--- config.mk ---
export PLATFORM = sky130hd
export DESIGN_NAME = store_buffer
export DESIGN_NICKNAME = d
export VERILOG_FILES = /design/src/rtl/store_buffer.sv
export SDC_FILE = /design/constraint.sdc
export NUM_CORES = 1
export LEC_CHECK = 0
export CORE_MARGIN = 2
export CORE_UTILIZATION = 53
export CTS_CLUSTER_DIAMETER = 200
export DETAILED_ROUTE_END_ITERATION = 6
export PLACE_DENSITY = 0.91
export RECOVER_POWER = 100
export SYNTH_ARGS = -nofsm -noshare
export SYNTH_HDL_FRONTEND = slang
export SYNTH_SLANG_ARGS = --single-unit
export TNS_END_PERCENT = 5
--- constraint.sdc ---
create_clock -name clock -period 3.3 [get_ports clock]
set_clock_uncertainty 0.05 [all_clocks]
set_input_delay 0.495 -clock clock [delete_from_list [all_inputs] [get_ports clock]]
set_output_delay 0.495 -clock clock [all_outputs]
set_load 0.005 [all_outputs]
--- src/rtl/store_buffer.sv ---
// store_buffer
//   Circular FIFO of retired stores. A two-state drain FSM presents the head
//   entry to memory until the memory accepts it. The buffer also reports
//   whether an in-flight load overlaps, at word granularity, any store still
//   waiting in the buffer.
//
//   Encodings: command BUS_NONE=0, BUS_STORE=1 (2 and 3 behave as BUS_NONE);
//              size BYTE=0, HALF=1, WORD=2.
//
//   Ports
//     clock, reset              system clock, synchronous active-high reset
//     store_command/size/addr/data  enqueue request from retirement
//     store_ready, overflow     space available / sticky dropped-store flag
//     load_busy                 load path owns the memory bus this cycle
//     mem_command/addr/data/size    head entry presented to memory
//     mem_response              nonzero = request accepted this cycle
//     ld_addr, ld_conflict      load address / word-overlap with a queued store
//     sb_count, sb_empty        registered occupancy
//
//   state | meaning
//   ------+---------------------------------------------------------
//   IDLE  | buffer was empty last cycle, nothing presented to memory
//   REQ   | head entry is presented to memory (unless load_busy)
module store_buffer #(
    parameter int SB_DEPTH = 4,
    parameter int XLEN     = 32
) (
    input  logic            clock,
    input  logic            reset,
    input  logic [1:0]      store_command,
    input  logic [1:0]      store_size,
    input  logic [XLEN-1:0] store_addr,
    input  logic [XLEN-1:0] store_data,
    output logic            store_ready,
    output logic            overflow,
    input  logic            load_busy,
    output logic [1:0]      mem_command,
    output logic [XLEN-1:0] mem_addr,
    output logic [63:0]     mem_data,
    output logic [1:0]      mem_size,
    input  logic [3:0]      mem_response,
    input  logic [XLEN-1:0] ld_addr,
    output logic            ld_conflict,
    output logic [3:0]      sb_count,
    output logic            sb_empty
);

    localparam logic [1:0] BUS_NONE  = 2'd0;
    localparam logic [1:0] BUS_STORE = 2'd1;
    localparam logic [1:0] SZ_BYTE   = 2'd0;
    localparam logic [1:0] SZ_HALF   = 2'd1;
    localparam int         PW        = (SB_DEPTH > 1) ? $clog2(SB_DEPTH) : 1;

    typedef enum logic {S_IDLE, S_REQ} state_t;

    state_t            state, state_nxt;
    logic [PW-1:0]     head, tail;
    logic [3:0]        count;
    logic [SB_DEPTH-1:0] valid;
    logic [1:0]        sb_size [SB_DEPTH];
    logic [XLEN-1:0]   sb_addr [SB_DEPTH];
    logic [XLEN-1:0]   sb_data [SB_DEPTH];
    logic              push, pop;
    logic [63:0]       head_ext;

    // Ready looks only at the registered count, so a full buffer never takes
    // a push even if the head drains in the same cycle.
    assign store_ready = (count < 4'(SB_DEPTH));
    assign push        = (store_command == BUS_STORE) && store_ready;
    assign pop         = (mem_command == BUS_STORE) && (mem_response != 4'd0);
    assign sb_count    = count;
    assign sb_empty    = (count == 4'd0);

    // FSM: state register
    always_ff @(posedge clock) begin
        if (reset) state <= S_IDLE;
        else       state <= state_nxt;
    end

    // FSM: next state
    always_comb begin
        state_nxt = state;
        case (state)
            S_IDLE: if (count != 4'd0) state_nxt = S_REQ;
            S_REQ:  if (pop && !push && count == 4'd1) state_nxt = S_IDLE;
            default: state_nxt = S_IDLE;
        endcase
    end

    // FSM: outputs
    always_comb begin
        mem_command = BUS_NONE;
        if (state == S_REQ && !load_busy) mem_command = BUS_STORE;
    end

    // Pointers, occupancy, per-slot valid bits, sticky overflow.
    // A push and a pop never hit the same slot: that would need count==SB_DEPTH,
    // and a full buffer refuses pushes.
    always_ff @(posedge clock) begin
        if (reset) begin
            head     <= '0;
            tail     <= '0;
            count    <= 4'd0;
            valid    <= '0;
            overflow <= 1'b0;
        end else begin
            if (push) begin
                tail        <= tail + PW'(1);
                valid[tail] <= 1'b1;
            end
            if (pop) begin
                head        <= head + PW'(1);
                valid[head] <= 1'b0;
            end
            case ({push, pop})
                2'b10:   count <= count + 4'd1;
                2'b01:   count <= count - 4'd1;
                default: count <= count;
            endcase
            if (store_command == BUS_STORE && !store_ready) overflow <= 1'b1;
        end
    end

    // Payload storage; contents of invalid slots are don't-care.
    always_ff @(posedge clock) begin
        if (push) begin
            sb_size[tail] <= store_size;
            sb_addr[tail] <= store_addr;
            sb_data[tail] <= store_data;
        end
    end

    assign head_ext = 64'(sb_data[head]);
    assign mem_addr = sb_addr[head];
    assign mem_size = sb_size[head];

    always_comb begin
        case (sb_size[head])
            SZ_BYTE: mem_data = {56'd0, head_ext[7:0]};
            SZ_HALF: mem_data = {48'd0, head_ext[15:0]};
            default: mem_data = {32'd0, head_ext[31:0]};
        endcase
    end

    // Word-granular overlap: the XOR shifted right by two ignores byte offset.
    always_comb begin
        ld_conflict = 1'b0;
        for (int i = 0; i < SB_DEPTH; i++) begin
            if (valid[i] && (((sb_addr[i] ^ ld_addr) >> 2) == '0)) ld_conflict = 1'b1;
        end
    end

endmodule
[Yosys cells after proc, flatten, opt, wreduce, memory -nomap -nowiden]
Memory sizes are Yosys's and may differ from the RTL's. A register that Yosys moved wholly into a read port is not among the register bits.
Index checks and enable logic that the tools add are counted.
Word-level totals
  register bits: 14
  RAM bits: 264
  logic and storage cells: 81
  memories kept: 3
Operators by class
  $add $sub $neg: 4
  $lt $le $gt $ge: 5
  eq/ne operators: 6
  multiplexer cells: 25
  bitwise operators: 8
  reductions and logical operators: 24
Memory list
  sb_addr: depth 4, width 32, read ports 5, clocked after memory_dff 1, wr ports 1, RTL line 61  | logic [XLEN-1:0] sb_addr [SB_DEPTH];
  sb_data: depth 4, width 32, read ports 1, clocked after memory_dff 1, wr ports 1, RTL line 62  | logic [XLEN-1:0] sb_data [SB_DEPTH];
  sb_size: depth 4, width 2, read ports 1, clocked after memory_dff 1, wr ports 1, RTL line 60  | logic [1:0] sb_size [SB_DEPTH];
Operators by type and width (number)
  logical NOT 32 bit: 4
  bitwise XOR 32 bit: 4
  case mux 32 bit (2 select lines): 1
  logical AND 1 bit: 12
  two-way mux 2 bit: 6
  two-way mux 4 bit: 3
  two-way mux 1 bit: 11
  == test 2 x 1 -> 1 bit, second input constant: 4
  case mux 4 bit (2 select lines): 1
  nonzero test 4 bit: 2
  less-than comparator 2 x 3 -> 1 bit, second input constant: 2
  adder 2 x 1 -> 2 bit, second input constant: 2
  adder 4 x 1 -> 4 bit, second input constant: 1
  AND 4 bit: 1
  demux 1 bit (select 2 bit): 2
  == test 4 x 1 -> 1 bit, second input constant: 1
  >= comparator 2 x 1 -> 1 bit, second input constant: 2
  logical NOT 4 bit: 1
  less-than comparator 4 x 3 -> 1 bit, second input constant: 1
  NOT 4 bit: 1
  OR 4 bit: 1
  subtractor 4 x 1 -> 4 bit, second input constant: 1
  logical NOT 1 bit: 3
  == test 2 bit, second input constant: 1
  other kinds (4): 4

[Depth between registers and ports, before layout]
Gate-level depths: netlist of run 1.
  word-level depth: 9
  mapped depth: 8

[Least setup slack after synthesis of run 1]
Ideal clock, no wire load.
  kind: input port to flip-flop
  start point: input port store_command[1]
  end point: memory sb_addr[1][0], enable pin
  arrival: 2476 ps
  required time: 2818 ps
  setup slack: 342 ps
  cell stages on the path: 2
  path buffers: 0
  path through: nor4b_4 -> and2_1
On the way
  longest elaborated chain between the ends: 4
RTL lines
  from (decl): RTL line 30  | input logic [1:0] store_command,
  == test 2 x 1 -> 1 bit: RTL line 69  | assign push = (store_command == BUS_STORE) && store_ready;
  logical AND 1 bit: RTL line 69
  two-way mux 1 bit: RTL line 126  | if (push) begin
  two-way mux 1 bit (not written as such): RTL line 128  | sb_addr[tail] <= store_addr;
  to (decl): RTL line 61
Every way passes these cells.

[Final worst setup path of run 1]
  start point: input port ld_addr[20]
  end point: output port ld_conflict
On the way
  longest elaborated chain between the ends: 7
  elaborated cells between the ends (all ways): 16
  classes of those cells: 4 x mux; 4 x bitwise; 8 x reduce/logical
RTL lines
  from (decl): RTL line 42  | input logic [XLEN-1:0] ld_addr,
  bitwise XOR 32 bit: RTL line 149  | if (valid[i] && (((sb_addr[i] ^ ld_addr) >> 2) == '0)) ld_conflict = 1'b1;
  logical NOT 32 bit: RTL line 149
  logical AND 1 bit: RTL line 149
  two-way mux 1 bit (3 in series): RTL line 149
  two-way mux 1 bit *: RTL line 149
  to (decl): RTL line 43  | output logic ld_conflict,
Mark *: on every way between the ends. The rest lies on a longest branch, timed or not.

==> results of run 1 <==
worst max-delay path by stage:
stage / cells past startpoint / startpoint / slack [ps] / end
finish: 7 / ld_addr[20] / 30 / ld_conflict
global route: 3 / flip-flop / 9 / mem_addr[9]
CTS: 4 / flip-flop / 70 / mem_data[31]
detailed placement: 7 / ld_addr[20] / 150 / ld_conflict
global placement: 7 / ld_addr[17] / 130 / ld_conflict
floorplan: 2 / store_command[1] / 340 / sb_addr[1][0]$_DFFE_PP_
stage by stage:
stage                     hold slack [ps]  setup WS (ps)  area (sq um)
after detailed placement              420            148         14200
after global placement                411            128         14200
after global routing                  496           8.97         15100
after CTS                             434           67.2         15200
final                                 417           30.3         15100
after floorplan                       415            342         12200
registers in the layout (all words and copies together), names as in the netlist, named ones only:
signal and cells:
sb_data 128, overflow 1, tail 2, sb_size 8, sb_addr 128, head 2, sb_count 4, valid 4
state 1
layer usage:
metal | up-vias | global-route usage | share of wire
li1 | 2918 | - | -
met1 | 3364 | 0.295 | 0.39
met2 | 353 | 0.381 | 0.49
met3 | 58 | 0.0599 | 0.092
met4 | 2 | 0.0668 | 0.031
met5 | - | 0 | 0.00055
tightest hold or removal path: cells and delay by family (launching register included):
family / cells / cell delay (ps)
AND/OR/NAND/NOR: 2 / 110
flip-flops: 1 / 320
placed cells by master (no fill, tap or decap), drive strengths merged, types with 3 or more instances in the layout:
master         instances
edfxtp               264
nand4                 25
nor4                  16
a211oi                 5
a21oi                  4
clkdlybuf4s50        102
dlygate4sd3           77
inv                    9
xor2                  46
dfxtp                 16
conb                  33
clkinv                 8
nor2                  17
mux4                  66
diode                  6
xnor2                 79
clkbuf                48
and2                  20
bufinv                 3
nor2b                  9
ha                    12
buf                   15
cells by family (layout without fill, tap and decap cells):
logic type,after synthesis,count (layout)
XOR/XNOR,125,125
other,1,39
AO/OA/AOI/OAI,12,12
multiplexers,68,68
adder cells (fa/ha/maj),12,12
flip-flops,280,280
buffers and inverters,75,263
AND/OR/NAND/NOR,94,94
power breakdown:
part           leakage [uW]  internal [uW]  switching, uW
combinational       0.00190            723            559
clock              0.000490           2030           1300
sequential          0.00253           4020           72.6
layout make-up:
class	count	area share
sequential	280	0.545
inverter	8	0.00198
timing repair buffer	201	0.130
antenna	6	0.000992
multi-input combinational	344	0.233
tap	285	0.0236
clock inverter	13	0.00943
clock buffer	41	0.0563
what timing repair did:
item / CTS / global route
endpoints found under the setup margin: 12 / 2
gates cloned: 0 / 0
buffers inserted: 1 / 8
gates resized for setup: 1 / 1
==> impl_metrics.toml, run 1 <==
[timing]
timing.final.crit_share = 0.991
rsz0062_at_grt = "no"
post-route-min-period_ps = 3270
maxSlewViolCount = 0
max_clock_freq_ghz = 0.306
slew_headroom = 0.0449
setup_viol = 0
hold_viol = 0
setup_tns_ps = 0
worst_slew_pin_slew_ps = 1410

[floorplan]
num_rows = 55
core_area_sq_um = 22600
die_height_microns = 155
die_area_sq_um = 24100
die_x_microns = 155
starting_density_of_the_core = 0.537
top_level_ports = 215

[cts]
cts-root-to-sink-buffers = 3
clockRootBuffer = "sky130_fd_sc_hd__clkbuf_16"
post_cts_hold_buffer_count = 0
cts-buffers-inserted = 29
clock_tree_from_tritoncts = "built"
clkSinkCount = 280
ctsHtreeMaxLevel = 1
clk-insertion-delay-late_ps = 540
clk_pin_slew_ps = 60

[routing]
routed_wl_microns = 27400
route.vias.total = 6695
drt-wirelength-per-cell_microns = 23.2
detail_route.drc_violations = 0
drt_first_iter_violations = 458
route.antenna.remaining_nets = 0
via_per_inst = 5.68
length_of_the_first_detailed_routing_pass_in_iterations = 5

[synthesis]
synth_largest_area_cell = "sky130_fd_sc_hd__edfxtp_1"
muxShareOfSynthArea = 0.125
post_synth_instance_area_sq_um = 12100
post-synth-top-area-fraction = 0.654
synth_fa_ha_area_frac = 0.0124
synth_simple_gate_area_share = 0.0475
synth-async-reset-ratio = 0
ys_warn_count = 0
synth_top_flop_cell = "sky130_fd_sc_hd__edfxtp_1"
ys_top_cells_by_area = "sky130_fd_sc_hd__edfxtp_1 65%, sky130_fd_sc_hd__mux4_2 12%, sky130_fd_sc_hd__xnor2_1 5.7%"
synth-compound-area-share = 0.00650
synth_cell_types = 33
main_combinational_cell_family_by_area_after_synthesis = "multiplexers"
synthesis.instances = 667
ys_top_cells_by_count = "264 x sky130_fd_sc_hd__edfxtp_1, 79 x sky130_fd_sc_hd__xnor2_1, 65 x sky130_fd_sc_hd__mux4_2"
synth.ff_latch_count = 280
syn_area_per_cell_sq_um = 18.2
seq_area_frac_synth = 0.681
post_synth_xor_area_fraction = 0.0903
synth_most_common_cell = "sky130_fd_sc_hd__edfxtp_1"
synth_edf_count = 264

[final_layout]
finish.utilization = 0.670
post_route_non_filler_standard_cell_count = 1178
n_fill_cell = 1479
areaGrowthSynthToFinish_pct = 24.9
finalNetCount = 983
layout-drive-gt1-share = 0.154
multi_input_comb_area_sq_um = 3520
area.sequential_sq_um = 8250

[run]
max_cap_viols = 0

[critical_path]
critPathMostFrequentCell = "sky130_fd_sc_hd__nand4_1"
critical_path.startpoint_type = "input port"
required_time_of_the_critical_path_ps = 2750
critPathCaptureType = "primary output"
largest_stage_delay_worst_path_ps = 540
worst_path_dominant_cell_family = "buffers and inverters"
timing.reg2reg.worst_path_depth = 3
ordered_list_of_cells_on_the_worst_path = "clkdlybuf4s50_1 -> xnor2_1 -> nand4_1 -> nor4_1 -> nand4_1 -> nand4_1 -> clkdlybuf4s50_1"
critPathMaxFanout = 4
crit_buf_inv = 2
crit_path_arrival_time_ps = 2720
critical_path.slowest_cell = "sky130_fd_sc_hd__clkdlybuf4s50_1"
regToRegEndpoint = "sb_data[3][2]$_DFFE_PP_"
setup.reg_to_reg.worst_slack_ps = 180
critPathKind = "input port to primary output"
timing.rr.start = "sb_count[2]$_SDFFE_PP0P_"

[min_path]
hold_path_depth = 2
timing.hold.worst_endpoint = "overflow$_SDFFE_PP0P_"
hold_path_class = "flip-flop to flip-flop"
worst_hold_startpoint = "overflow$_SDFFE_PP0P_"

[place]
port_buffers = 179
dp.cells = 1109
detailedPlacementHpwl_microns = 18700
finalWeightedCongestion = 0.943

[status]
status = "completed"

[global_routing]
wire_length_of_the_first_global_routing_pass_microns = 41100
grt-ovfl-total = 0
grt_max_degree = 40
groute.usage.overall = 0.227
grt_antenna_before_repair = 6
first_global_vias = 7050

[power]
worst_vdd_rail_ir_drop_mv = 0.466
power.density_cell_area_nw_per_um2 = 575
static-leakage-power_uw = 0.00492
power_uw = 8690
No activity file was read; power rests on OpenSTA's default activity.
==> inputs of run 2 (changes only) <==
- clock period: 3.3 -> 3.6 ns (I/O delays scaled with it)
==> impl_metrics.toml, run 2 (synthesized netlist as in run 1, its figures left out) <==
[global_routing]
grt_max_degree = 40
grt_antenna_before_repair = 6
wire_length_of_the_first_global_routing_pass_microns = 41000
groute.usage.overall = 0.227
grt-ovfl-total = 0
first_global_vias = 6968

[critical_path]
critPathKind = "input port to primary output"
worst_path_dominant_cell_family = "buffers and inverters"
critPathMaxFanout = 4
critical_path.slowest_cell = "sky130_fd_sc_hd__dlygate4sd3_1"
crit_buf_inv = 2
ordered_list_of_cells_on_the_worst_path = "dlygate4sd3_1 -> xnor2_1 -> nand4_1 -> nor4_1 -> nand4_1 -> nand4_1 -> clkdlybuf4s50_1"
critical_path.startpoint_type = "input port"
crit_path_arrival_time_ps = 2940
critPathCaptureType = "primary output"
critPathMostFrequentCell = "sky130_fd_sc_hd__nand4_1"
largest_stage_delay_worst_path_ps = 640
required_time_of_the_critical_path_ps = 3010

[floorplan]
top_level_ports = 215
core_area_sq_um = 22600
starting_density_of_the_core = 0.537
die_height_microns = 155
num_rows = 55
die_x_microns = 155
die_area_sq_um = 24100

[cts]
clock_tree_from_tritoncts = "built"
clk_pin_slew_ps = 60
post_cts_hold_buffer_count = 0
cts-buffers-inserted = 28
clk-insertion-delay-late_ps = 530
cts-root-to-sink-buffers = 3
clockRootBuffer = "sky130_fd_sc_hd__clkbuf_16"
cts_repair_resize_count = 0
clkSinkCount = 280
ctsHtreeMaxLevel = 1
post_cts_setup_buffer_count = 0

[power]
power.density_cell_area_nw_per_um2 = 509
static-leakage-power_uw = 0.00481
worst_vdd_rail_ir_drop_mv = 0.500

[routing]
route.antenna.remaining_nets = 0
length_of_the_first_detailed_routing_pass_in_iterations = 5
routed_wl_microns = 27100
drt-wirelength-per-cell_microns = 23.3
detail_route.drc_violations = 0
via_per_inst = 5.71
drt_first_iter_violations = 427
route.vias.total = 6644

[min_path]
hold_path_class = "flip-flop to flip-flop"

[timing]
setup_viol = 0
maxSlewViolCount = 0
rsz0062_at_grt = "no"
slew_headroom = 0.192
max_clock_freq_ghz = 0.284
worst_slew_pin_slew_ps = 1190
timing.final.crit_share = 0.980
hold_viol = 0
worst_hold_slack_ps = 425
setup_tns_ps = 0
finalWorstSetupSlack_ps = 73.0
post-route-min-period_ps = 3530

[final_layout]
finalNetCount = 972
mostFrequentLayoutCell = "sky130_fd_sc_hd__edfxtp_1"
stdcell_area_sq_um = 14900
largestRegisters = "sb_addr: 128 flops, sb_data: 128 flops, sb_size: 8 flops"
layout-drive-gt1-share = 0.134
n_fill_cell = 1500
layout.cells.most_common_list = "264 x sky130_fd_sc_hd__edfxtp_1, 114 x sky130_fd_sc_hd__dlygate4sd3_1, 79 x sky130_fd_sc_hd__xnor2_1"
area.sequential_sq_um = 8250
areaGrowthSynthToFinish_pct = 23.3
multi_input_comb_area_sq_um = 3520

[place]
place_ws_ps = 332
detailedPlacementHpwl_microns = 18500
finalWeightedCongestion = 0.987
port_buffers = 179
placement.cell_area_sq_um = 14100

[run]
max_cap_viols = 0

[status]
status = "completed"
-- run 2: layout make-up --
cell class              count  share of cell area
diodes                      7             0.00117
clock buffers              33              0.0496
clock inverters            16             0.00796
inverters                   8             0.00201
multi-input cells         344               0.236
flip-flops and latches    280               0.552
well taps                 285              0.0239
repair buffers            191               0.127
-- run 2: worst paths after layout --
kind                                  from                       to  slack (ps)  depth (start not counted)
setup reg to reg  sb_count[2]$_SDFFE_PP0P_  sb_data[1][7]$_DFFE_PP_         380                          3
setup / recovery                ld_addr[6]              ld_conflict          70                          7
hold reg to reg      overflow$_SDFFE_PP0P_    overflow$_SDFFE_PP0P_         420                          2
hold / removal       overflow$_SDFFE_PP0P_    overflow$_SDFFE_PP0P_         420                          2
-- run 2: power breakdown --
group | internal [uW] | leakage, uW | total [uW] | switching, uW
combinational | 619 | 0.00186 | 1110 | 494
sequential | 3680 | 0.00253 | 3760 | 77.7
clock | 1590 | 0.000416 | 2730 | 1140
-- run 2: routing by layer --
| metal | vias up | global-route usage | wire (microns) |
|---|---|---|---|
| li1 | 2890 | - | - |
| met1 | 3317 | 0.291 | 10200 |
| met2 | 367 | 0.378 | 13100 |
| met3 | 66 | 0.0663 | 2800 |
| met4 | 4 | 0.0712 | 928 |
| met5 | - | 0 | 27 |
-- run 2: through the flow --
step / util / power (uW) / std cells
floorplan: - / 4430 / 699
global placement: 0.626 / 4980 / 1108
detailed placement: 0.626 / 5000 / 1108
CTS: 0.664 / 7720 / 1157
global route: 0.661 / 7880 / 1158
finish: 0.662 / 7600 / 1164
-- run 2: tightest hold or removal path: cells and delay by family (launching register included) --
kind	cells	cell delay [ps]
DFF	1	320
and+or+nand+nor	2	120
==> inputs of run 3 (changes only) <==
- ABC_AREA: unset -> 1
- CORE_UTILIZATION: 53 -> 54
- CTS_CLUSTER_SIZE: unset -> 28
- PLACE_DENSITY: 0.91 -> 0.92
==> impl_metrics.toml, run 3 <==
[synthesis]
synth_edf_count = 264
synth_largest_area_cell = "sky130_fd_sc_hd__edfxtp_1"
ys_top_cells_by_count = "342 x sky130_fd_sc_hd__nand2_1, 264 x sky130_fd_sc_hd__edfxtp_1, 179 x sky130_fd_sc_hd__nor2_1"
synth.ff_latch_count = 280
synth-compound-area-share = 0.115
main_combinational_cell_family_by_area_after_synthesis = "simple AND/OR/NAND/NOR gates"
synth_most_common_cell = "sky130_fd_sc_hd__nand2_1"
muxShareOfSynthArea = 0
synth-async-reset-ratio = 0
synth_fa_ha_area_frac = 0.0114
ys_top_cells_by_area = "sky130_fd_sc_hd__edfxtp_1 60%, sky130_fd_sc_hd__nand2_1 9.8%, sky130_fd_sc_hd__o21ai_0 5.7%"
synthesis.instances = 1363
post_synth_instance_area_sq_um = 13100
ys_warn_count = 0
synth_top_flop_cell = "sky130_fd_sc_hd__edfxtp_1"
post_synth_xor_area_fraction = 0.00666
seq_area_frac_synth = 0.627
post-synth-top-area-fraction = 0.603
synth_cell_types = 32
syn_area_per_cell_sq_um = 9.65
synth_simple_gate_area_share = 0.156

[min_path]
worst_hold_startpoint = "overflow$_SDFFE_PP0P_"
hold_path_depth = 2
timing.hold.worst_endpoint = "overflow$_SDFFE_PP0P_"
hold_path_class = "flip-flop to flip-flop"

[run]
max_cap_viols = 1

[critical_path]
critical_path.slowest_cell = "sky130_fd_sc_hd__dlygate4sd3_1"
timing.rr.start = "sb_count[3]$_SDFFE_PP0P_"
ordered_list_of_cells_on_the_worst_path = "buf_6 -> nor2_1 -> o21ai_0 -> dlygate4sd3_1"
regToRegEndpoint = "sb_data[2][22]$_DFFE_PP_"
critical_path.startpoint_type = "flip-flop"
critPathMaxFanout = 72
critPathCaptureType = "primary output"
crit_path_arrival_time_ps = 2850
largest_stage_delay_worst_path_ps = 640
timing.reg2reg.worst_path_depth = 4
required_time_of_the_critical_path_ps = 3010
critPathKind = "flip-flop to primary output"
setup.reg_to_reg.worst_slack_ps = 730

[routing]
via_per_inst = 5.46
detail_route.drc_violations = 0
length_of_the_first_detailed_routing_pass_in_iterations = 5
drt-wirelength-per-cell_microns = 18.1
route.vias.total = 10100
drt_first_iter_violations = 1009
routed_wl_microns = 33600
route.antenna.remaining_nets = 0

[power]
power.density_cell_area_nw_per_um2 = 441
static-leakage-power_uw = 0.00632
power_uw = 6830
worst_vdd_rail_ir_drop_mv = 0.425

[timing]
maxSlewViolCount = 27
post-route-min-period_ps = 3440
max_clock_freq_ghz = 0.291
slew_headroom = -0.137
timing.final.crit_share = 0.956
worst_slew_pin_slew_ps = 1710
setup_tns_ps = 0
hold_viol = 0
setup_viol = 0
rsz0062_at_grt = "no"

[cts]
post_cts_hold_buffer_count = 0
ctsHtreeMaxLevel = 1
post_cts_setup_buffer_count = 0
cts-root-to-sink-buffers = 3
clk-insertion-delay-late_ps = 490
clock_tree_from_tritoncts = "built"
cts_repair_resize_count = 0
clk_pin_slew_ps = 100
cts-buffers-inserted = 13
clockRootBuffer = "sky130_fd_sc_hd__clkbuf_16"
clkSinkCount = 280

[place]
port_buffers = 179
detailedPlacementHpwl_microns = 23200
finalWeightedCongestion = 0.958
dp.cells = 1838

[final_layout]
post_route_non_filler_standard_cell_count = 1860
areaGrowthSynthToFinish_pct = 17.7
layout.cells.most_common_list = "343 x sky130_fd_sc_hd__nand2_1, 264 x sky130_fd_sc_hd__edfxtp_1, 177 x sky130_fd_sc_hd__nor2_1"
layout-drive-gt1-share = 0.0307
n_fill_cell = 1883
mostFrequentLayoutCell = "sky130_fd_sc_hd__nand2_1"
largestRegisters = "sb_addr: 128 flops, sb_data: 128 flops, sb_size: 8 flops"
finalNetCount = 1648

[floorplan]
core_area_sq_um = 24100
top_level_ports = 215
die_height_microns = 160
starting_density_of_the_core = 0.545
die_area_sq_um = 25600
die_x_microns = 160
num_rows = 57

[global_routing]
grt-ovfl-total = 0
wire_length_of_the_first_global_routing_pass_microns = 51800
groute.usage.overall = 0.259
first_global_vias = 9847
grt_antenna_before_repair = 5
grt_max_degree = 82

[status]
violated_checks = "capacitance limit, slew limit"
status = "complete, but fails checks"
[run 3: changes by cell type after synthesis, sizes merged, moves of 66 or more]
cell	previous run	this run
mux4	66	0
xnor2	79	8
o21ai	2	156
inv	8	159
nand2	0	351
a21oi	4	85
nor2	17	180
[run 3: layout make-up]
class	count	area, sq um	share of cell area
clock buffers	18	344	0.0222
repair buffers	197	1920	0.124
diodes	3	7.51	0.000485
multi-input cells	878	3940	0.255
flip-flops and latches	280	8250	0.533
inverters	159	604	0.0390
well taps	324	405	0.0262
clock inverters	1	8.76	0.000566
[run 3: how the worst max path moves through the flow]
stage | start | slack (ps) | endpoint | depth (start not counted)
floorplan | store_command[0] | -570 | sb_addr[0][0]$_DFFE_PP_ | 4
global placement | ld_addr[30] | 480 | ld_conflict | 12
detailed placement | ld_addr[29] | 460 | ld_conflict | 12
CTS | flip-flop | 210 | mem_data[10] | 7
global route | flip-flop | 20 | mem_data[26] | 7
finish | flip-flop | 160 | mem_addr[31] | 4
[run 3: worst max-delay path, delay by kind of cell (launching register included)]
family	cells	cell delay, ps
buffers and inverters	2	1190
flip-flops	1	620
AO/OA/AOI/OAI	1	430
AND/OR/NAND/NOR	1	100
[run 3: where the power goes]
group / total [uW] / leakage [uW] / switching, uW / internal [uW]
logic: 1460 / 0.00362 / 825 / 640
clock network: 1630 / 0.000171 / 944 / 683
registers: 3740 / 0.00253 / 67.4 / 3670
[run 3: kinds of logic after synthesis]
| family | after synthesis |
|---|---|
| xor+xnor | 10 |
| flops | 280 |
| other cells | 1 |
| fa+ha+maj | 12 |
| simple gates | 538 |
| compound gates | 285 |
| buf+inv | 237 |
[run 3: layer usage]
metal	part of all wire	vias up	GRT usage
met1	0.38	4755	0.333
li1	-	4784	-
met5	0.00080	-	0
met4	0.030	4	0.0901
met3	0.089	66	0.0392
met2	0.50	538	0.452
[run 3: through the flow]
stage / instance area [sq um] / setup WS [ps] / hold WS, ps / util
detailed placement: 15200 / 464 / 441 / 0.629
finish: 15500 / 160 / 454 / 0.642
global placement: 15200 / 482 / 422 / 0.629
floorplan: 13300 / -569 / 408 / -
global route: 15500 / 19.5 / 474 / 0.642
CTS: 15500 / 207 / 460 / 0.644
